===== src/rtl/stage_fifo.sv =====
// First-word-fall-through FIFO linking two pipeline stages.
// Status flags come only from registered pointers; overflow/underflow are sticky.
module stage_fifo #(
  parameter int DATA_WIDTH = 32,
  parameter int DEPTH      = 16,
  parameter int AF_LEVEL   = DEPTH - 2
) (
  input  logic                    clk,
  input  logic                    rst,
  input  logic                    wr_en,
  input  logic [DATA_WIDTH-1:0]   wr_data,
  input  logic                    rd_en,
  output logic [DATA_WIDTH-1:0]   rd_data,
  output logic                    empty,
  output logic                    full,
  output logic                    almost_full,
  output logic [$clog2(DEPTH):0]  count,
  output logic                    overflow,
  output logic                    underflow
);

  localparam int AW = $clog2(DEPTH);
  localparam logic [AW:0] AF_CNT = (AW+1)'(AF_LEVEL);

  // The extra MSB separates the full case from the empty case.
  logic [AW:0]           wr_ptr;
  logic [AW:0]           rd_ptr;
  logic [DATA_WIDTH-1:0] mem [DEPTH];
  logic                  wr_acc;
  logic                  rd_acc;

  assign wr_acc = wr_en && !full;
  assign rd_acc = rd_en && !empty;

  // NOTE: sequential state uses non-blocking assignments so every register samples pre-edge values.
  always_ff @(posedge clk) begin
    if (rst) begin
      wr_ptr    <= '0;
      rd_ptr    <= '0;
      overflow  <= 1'b0;
      underflow <= 1'b0;
    end else begin
      if (wr_acc) wr_ptr <= wr_ptr + 1'b1;
      if (rd_acc) rd_ptr <= rd_ptr + 1'b1;
      if (wr_en && full)  overflow  <= 1'b1;
      if (rd_en && empty) underflow <= 1'b1;
    end
  end

  // NOTE: storage is deliberately not reset; pointers alone define which entries are valid.
  always_ff @(posedge clk) begin
    if (wr_acc && !rst) mem[wr_ptr[AW-1:0]] <= wr_data;
  end

  assign rd_data     = mem[rd_ptr[AW-1:0]];
  assign empty       = (wr_ptr == rd_ptr);
  assign full        = (wr_ptr[AW] != rd_ptr[AW]) && (wr_ptr[AW-1:0] == rd_ptr[AW-1:0]);
  assign count       = wr_ptr - rd_ptr;
  assign almost_full = (count >= AF_CNT);

endmodule


===== config.mk =====
export PLATFORM = sky130hd
export DESIGN_NAME = stage_fifo
export DESIGN_NICKNAME = d
export VERILOG_FILES = /design/src/rtl/stage_fifo.sv
export SDC_FILE = /design/constraint.sdc
export NUM_CORES = 1
export LEC_CHECK = 0
export ABC_AREA = 1
export CAP_MARGIN = 20
export CORE_UTILIZATION = 35
export DETAILED_ROUTE_END_ITERATION = 7
export SKIP_CTS_REPAIR_TIMING = 1
export SLEW_MARGIN = 20
export SYNTH_ARGS = -nofsm -noshare
export SYNTH_HDL_FRONTEND = slang
export SYNTH_SLANG_ARGS = --single-unit
export TNS_END_PERCENT = 10

===== constraint.sdc =====
create_clock -name clk -period 4.4 [get_ports clk]
set_clock_uncertainty 0.1 [all_clocks]
set_input_delay 0.88 -clock clk [delete_from_list [all_inputs] [get_ports clk]]
set_output_delay 0.88 -clock clk [all_outputs]
set_load 0.02 [all_outputs]

==> Word level (Yosys, flattened, before mapping) <==
Memories as Yosys holds them, arrays and structs flattened. A register that Yosys moved wholly into a read port is not among the register bits.
Cells that the tools add are included.
{ "op_classes": {"addsub": 3, "mul": 0, "div_mod_pow": 0, "n_lt_le_gt_ge": 1, "n_eq_ne": 3, "n_shift": 0, "mux": 4, "n_bitwise": 0, "reduce_logical": 9} }
{ "op_table": {"columns": ["operator", "count"], "rows": [
  ["adder 5 x 1 -> 5 bit (second input constant)", 2],
  ["two-way mux 4 bit", 2],
  ["logical AND 1 bit", 6],
  ["equality test 5 bit", 1],
  [">= comparator 5 x 4 -> 1 bit (second input constant)", 1],
  ["subtractor 5 bit", 1],
  ["equality test 4 bit", 1],
  ["logical NOT 1 bit", 3],
  ["two-way mux 1 bit", 2],
  ["inequality test 1 bit", 1]
]} }
{ "totals": {"register_bits": 12, "latch_bits": 0, "ram_bits": 512, "romBits": 0, "in_bits": 36, "output_inout_bits": 42, "elab_cells": 25, "memories": 1} }
{ "mem_list": {"columns": ["name", "depth", "width", "rd", "rd_ports_with_merged_regs", "write_ports", "line", "source"], "rows": [
  ["mem", 16, 32, 1, 1, 1, "28", "logic [DATA_WIDTH-1:0] mem [DEPTH];"]
]} }

==> Depth between registers and ports, before layout <==
Gate-level depths: netlist (run 1).
{ "logic_depth": {"ltp_word": 7, "ltp_mapped": 10, "mapped_depth_nobuf": 9} }

==> Worst setup path after synthesis (run 1) <==
OpenSTA, ideal clock, no wires.
{ "synth_path": {"kind": "register to register", "startpoint": "register rd_ptr[2]", "endpoint": "memory mem[15][0], enable pin", "setup_ns": 0.461, "t_arrival_ns": 3.408, "required_ns": 3.839, "setup_slack_ns": 0.431, "path_stages_with_launch": 9, "n_path_buf": 1, "period_less_slack_ns": 3.969, "cell_sequence": "dfxtp_1 -> clkbuf_1 -> inv_1 -> ha_1 -> nand2_1 -> nor2_2 -> nand2_4 -> nand2_4 -> nor3_1"} }
{ "synth_between": {"elab_chain_cells": 7} }
{ "synth_rtl": {"columns": ["element", "line", "source"], "rows": [
  ["from (decl)", "27", "logic [AW:0] rd_ptr;"],
  ["from (signal assigned)", "44", "if (rd_acc) rd_ptr <= rd_ptr + 1'b1;"],
  ["equality test 4 bit", "57", "assign full = (wr_ptr[AW] != rd_ptr[AW]) && (wr_ptr[AW-1:0] == rd_ptr[AW-1:0]);"],
  ["logical AND 1 bit", "57", null],
  ["logical NOT 1 bit", "32", "assign wr_acc = wr_en && !full;"],
  ["logical AND 1 bit", "32", null],
  ["logical AND 1 bit", "52", "if (wr_acc && !rst) mem[wr_ptr[AW-1:0]] <= wr_data;"],
  ["two-way mux 1 bit", "52", null],
  ["two-way mux 1 bit (not written as such)", "52", null],
  ["to (decl)", "28", null]
]} }
Every way passes these cells.

==> results_dict.tcl, run 1 <==
set metrics [dict create \
    status "complete, no violations" \
    ir_drop_mv 0.314 \
    min_path_type "register to register" \
    period_needed_ns 3.93 \
    ys_warn_count 0 \
    cap_violations 0 \
    synth_fp_nets 2265 \
    core_sq_um 64800 \
    synth.distinct_cells 28 \
    path_buf_inv 2 \
    dieWidth_microns 259 \
    power_density_nw_per_um2 447 \
    synth_edf_count 512 \
    setup-tns-final_ns 0 \
    route.detailed.drc 0 \
    overflow 0 \
    mostFrequentLayoutCells "704 x nand2_1, 512 x edfxtp_1, 407 x inv_1" \
    p_total_mw 11.8 \
    slowest_delay_ns 0.79 \
    layout.nets 2331 \
    cp_top_family "buffers and inverters" \
    vias 15100 \
    vias_per_cell 4.75 \
    grt_antenna_before_repair 1 \
    critical_path_arrival_ns 2.95 \
    critical_path_class "register to output port" \
    synthCells 2219 \
    power_leakage_nw 10.9 \
    worst_slew_pin_slew_ns 1.06 \
    num_rows 93 \
    io_buffer_count 77 \
    die_h_microns 259 \
    clkLatencyLatePin_ns 0.60 \
    dieArea_sq_um 66900 \
    tritoncts "done" \
    setup-violations-final 0 \
    cts_sinks 528 \
    worstSetupStartpointType "register" \
    async_flop_share 0 \
    crit_required_ns 3.42 \
    initial_core_util 0.356 \
    synth_seq_cells 528 \
    synth_area_sq_um 23100 \
    final_common_cell "nand2_1" \
    fmax_ghz 0.255 \
    postRouteAntennaNets 0 \
    place.gp.congestion 0.758 \
    drt_iter0_drc 1283 \
    relSlewSlack 0.294 \
    wl_per_cell_microns 17.7 \
    drive_above_1_share 0.0646 \
    clock_path_buffers 3 \
    r2r_slack_ns 1.54 \
    hold_viol 0 \
    crit_path_end_kind "output port" \
    clockRootBuffer "clkbuf_16" \
    htreeDepth 2 \
    critPathSlowestCell "buf_4" \
    avgSynthCellArea_sq_um 10.4 \
    syn_to_final_growth_pct 14.6 \
    drv_slew 0 \
    grt_util_all_layers 0.170 \
    worstPathCellList "buf_4 > nand3_1 > nand3_1 > nand2_1 > clkdlybuf4s50_1" \
    cts_buffers 54 \
    path_max_fanout 64 \
    io_pins 78 \
    hpwl_mm 30.2 \
    seq_area_frac_synth 0.681 \
    drt-total-wl_mm 56.3 \
    grt_first_pass_wirelength_mm 86.8 \
    crit_top_cell "nand3_1" \
    grt_max_degree 133 \
    grt_pass1_vias 15000 \
    synth_ff_type "edfxtp_1" \
    firstDrtPassIters 5 \
    path_clk_slew_ns 0.06 \
    finalCritPeriodShare 0.892 \
    rsz0062_at_grt "false" \
]
==> metal layers <==
metal | global-route usage | routed length (microns) | vias up
met5 | 0 | 0 | -
met4 | 0.0518 | 1440 | 0
met3 | 0.0269 | 3240 | 95
met2 | 0.287 | 27000 | 417
met1 | 0.224 | 24600 | 7289
li1 | - | - | 7284
==> report_power, final <==
group          internal (mW)  switching, mW
clock                   2.51           1.87
sequential              5.56         0.0256
combinational          0.630           1.23
==> final cells by class <==
class | count | area [sq um]
Antenna cell | 1 | 2.50
Tap cell | 855 | 1070
Sequential cell | 528 | 15700
Clock inverter | 27 | 250
Fill cell | 6054 | 38400
Multi-Input combinational cell | 1172 | 5210
Inverter | 411 | 1550
Clock buffer | 65 | 1410
Timing Repair Buffer | 118 | 1230
==> flip-flops by register name, indices dropped and copies added (netlist names), named ones only <==
signal / cells
overflow: 1
wr_ptr: 5
mem: 512
rd_ptr: 5
underflow: 1
==> logic make-up (layout without fill, tap and decap cells) <==
logic type,after synthesis,after routing,share of synthesized area
other cells,0,1,0
fa+ha+maj,10,10,0.00575
xor+xnor,3,3,0.00114
buf+inv,519,621,0.0985
simple gates,1144,1144,0.211
flops,528,528,0.681
compound gates,15,15,0.00326
==> worst reg2reg max path, cell delays in order, from the launching register on <==
cell,delay [ns]
dfxtp_1,0.54
ha_1,0.36
nand2_1,0.10
nor2_2,0.06
nand2_4,0.10
nand2_4,0.10
nor2_4,0.15
nand2_2,0.17
nor2_4,0.58
buf_4,0.32
==> worst paths after layout <==
kind | startpoint | to | cells after the start
worst min register to register | overflow$_SDFFE_PP0P_ | overflow$_SDFFE_PP0P_ | 2
worst min-delay path | overflow$_SDFFE_PP0P_ | overflow$_SDFFE_PP0P_ | 2
worst max register to register | wr_ptr[2]$_SDFFE_PP0N_ | mem[4][29]$_DFFE_PP_ | 9
worst max-delay path | register | rd_data[3] | 5
==> cell usage after synthesis, drive strengths merged (4+ instances only) <==
cell type / count / area, sq um
edfxtp: 512 / 15400
ha: 9 / 113
a21oi: 10 / 50.1
dfxtp: 16 / 320
clkbuf: 12 / 45.0
nor2: 28 / 118
buf: 96 / 677
nand2: 712 / 2700
nand4: 4 / 25.0
o21ai: 5 / 25.0
nand3: 398 / 2000
inv: 411 / 1550
==> stage by stage <==
| stage | instances | area [sq um] | hold WS [ns] | setup slack, ns | util |
|---|---|---|---|---|---|
| 6_report | 3177 | 26400 | 0.358 | 0.474 | 0.408 |
| 4_1_cts | 3176 | 26400 | 0.362 | 0.443 | 0.408 |
| 3_3_place_gp | 3084 | 24800 | 0.352 | 1.08 | 0.382 |
| 3_5_place_dp | 3084 | 24800 | 0.353 | 1.07 | 0.382 |
| 2_1_floorplan | 2219 | 23100 | 0.382 | 0.431 | - |
| 5_1_grt | 3177 | 26400 | 0.385 | 0.343 | 0.408 |
(Power assumes the default switching activity.)
==> inputs of run 2 (changes only) <==
Settings changed: CORE_UTILIZATION 35 to 36, SETUP_SLACK_MARGIN set to 0.5.
==> run 2 against run 1 <==
Utilization is 1.2 points higher. Combinational power is 2% higher. Cell area is 0.37% higher. Via count is 0.34% lower. Clock power is 4% higher. Hold slack worse by 0.0017 ns. First-iteration DRC count is 8.0% higher. Critical path type unchanged. Highest routed layer unchanged.
==> results_dict.tcl, run 2 (same netlist as run 1, synthesis figures left out) <==
set metrics [dict create \
    status "complete, no violations" \
    wl_per_cell_microns 17.8 \
    min_path_type "register to register" \
    p_clk_frac 0.377 \
    num_rows 92 \
    drv_slew 0 \
    power.switching_mw 3.21 \
    p_comb_frac 0.158 \
    hpwl_mm 30.7 \
    grt_pass1_vias 14500 \
    finalCritPeriodShare 0.889 \
    initial_core_util 0.365 \
    slowest_delay_ns 0.60 \
    core_sq_um 63200 \
    hp-start "overflow$_SDFFE_PP0P_" \
    place.gp.congestion 0.789 \
    io_buffer_count 77 \
    path_buf_inv 2 \
    mostFrequentLayoutCells "704 x nand2_1, 512 x edfxtp_1, 407 x inv_1" \
    reg2regPathDepth 10 \
    clock_path_buffers 3 \
    reg2reg_from "wr_ptr[0]$_SDFFE_PP0N_" \
    relSlewSlack 0.381 \
    critical_path_arrival_ns 2.93 \
    critPathSlowestCell "clkdlybuf4s50_1" \
    grt_antenna_before_repair 0 \
    drt_iter0_drc 1386 \
    hold_path_end "overflow$_SDFFE_PP0P_" \
    cts_buffers 54 \
    cts_sinks 528 \
    placed_cells 3071 \
    tritoncts "done" \
    cap_violations 0 \
    clockRootBuffer "clkbuf_16" \
    internal_power_mw 8.82 \
    path_max_fanout 128 \
    multi_input_area_sq_um 5210 \
    ir_drop_mv 0.303 \
    r2r_slack_ns 1.44 \
    worstSetupStartpointType "register" \
    drive_above_1_share 0.0649 \
    min_path_cells 2 \
    syn_to_final_growth_pct 15.1 \
    fin_util 0.420 \
    period_needed_ns 3.91 \
    io_pins 78 \
    htreeDepth 2 \
    critical_path_class "register to output port" \
    setup-tns-final_ns 0 \
    crit-reg2reg-capture "mem[3][28]$_DFFE_PP_" \
    crit_top_cell "nand3_1" \
    crit_required_ns 3.42 \
    layout.nets 2327 \
    die_h_microns 255 \
    n_fill_cell 5914 \
    drt-total-wl_mm 56.4 \
    power_leakage_nw 11.0 \
    route.detailed.drc 0 \
    vias_per_cell 4.74 \
    hold_slack_ns 0.356 \
    layoutNonFillerInstCount 3172 \
    regArea_sq_um 15700 \
    vias 15000 \
    setup-violations-final 0 \
    n_antenna_cell 0 \
    swShare 0.267 \
    fmax_ghz 0.256 \
    postRouteAntennaNets 0 \
    dieWidth_microns 255 \
    path_clk_slew_ns 0.06 \
    clkLatencyLatePin_ns 0.60 \
    dieArea_sq_um 65100 \
    worst_slew_pin_slew_ns 0.927 \
    hold_viol 0 \
    largest_reg_flops 512 \
    grt_max_degree 129 \
    worstPathCellList "buf_16 > nand3_1 > nand3_1 > nand3_1 > nand2_1 > clkdlybuf4s50_1" \
    grt_first_pass_wirelength_mm 86.0 \
    overflow 0 \
    rsz0062_at_grt "true" \
    p_total_mw 12.0 \
    power_density_nw_per_um2 454 \
    seqPwrFrac 0.465 \
    grt_util_all_layers 0.174 \
    final_common_cell "nand2_1" \
    crit_path_end_kind "output port" \
    firstDrtPassIters 5 \
    cp_top_family "buffers and inverters" \
]
run 2: layer usage:
layer / wire length, microns / vias to the layer above / part of all wire / track usage
li1: - / 7287 / - / -
met1: 25400 / 7245 / 0.45 / 0.243
met2: 26500 / 432 / 0.47 / 0.284
met3: 3420 / 69 / 0.061 / 0.0270
met4: 1070 / 0 / 0.019 / 0.0419
met5: 0 / - / 0 / 0
run 2: power groups by stage:
stage               sequential (mW)  combinational, mW  clock [mW]
finish                         5.59               1.90        4.54
global route                   5.59               2.09        4.80
floorplan                      5.68               1.26           0
global placement               5.69               1.89           0
detailed placement             5.70               1.90           0
CTS                            5.59               1.91        4.63
run 2: worst max path at each step:
stage                                 endpoint  slack, ns  depth (start not counted)
after floorplan            mem[0][0]$_DFFE_PP_       1.12                         10
after global placement    mem[3][25]$_DFFE_PP_       0.99                          5
after detailed placement  mem[3][23]$_DFFE_PP_       0.91                          5
after CTS                           rd_data[8]       0.40                          9
after global routing               rd_data[19]       0.43                          8
final                              rd_data[13]       0.49                          6
run 2: area by class of cell:
class                      count  share of cell area
multi-input combinational   1172               0.197
timing repair buffer         114              0.0462
tap                          846              0.0399
clock inverter                28              0.0100
inverter                     411              0.0588
clock buffer                  73              0.0564
sequential                   528               0.592
run 2: stage by stage:
step / setup slack (ns) / area (sq um)
after CTS: 0.396 / 26500
after detailed placement: 0.914 / 24700
after global routing: 0.427 / 26500
after floorplan: 1.12 / 23100
after global placement: 0.992 / 24700
final: 0.489 / 26500
run 2: tightest hold or removal path, stage by stage, from the launching register on:
cell and delay [ns]:
dfxtp_1 0.31, inv_1 0.05, a21oi_1 0.05
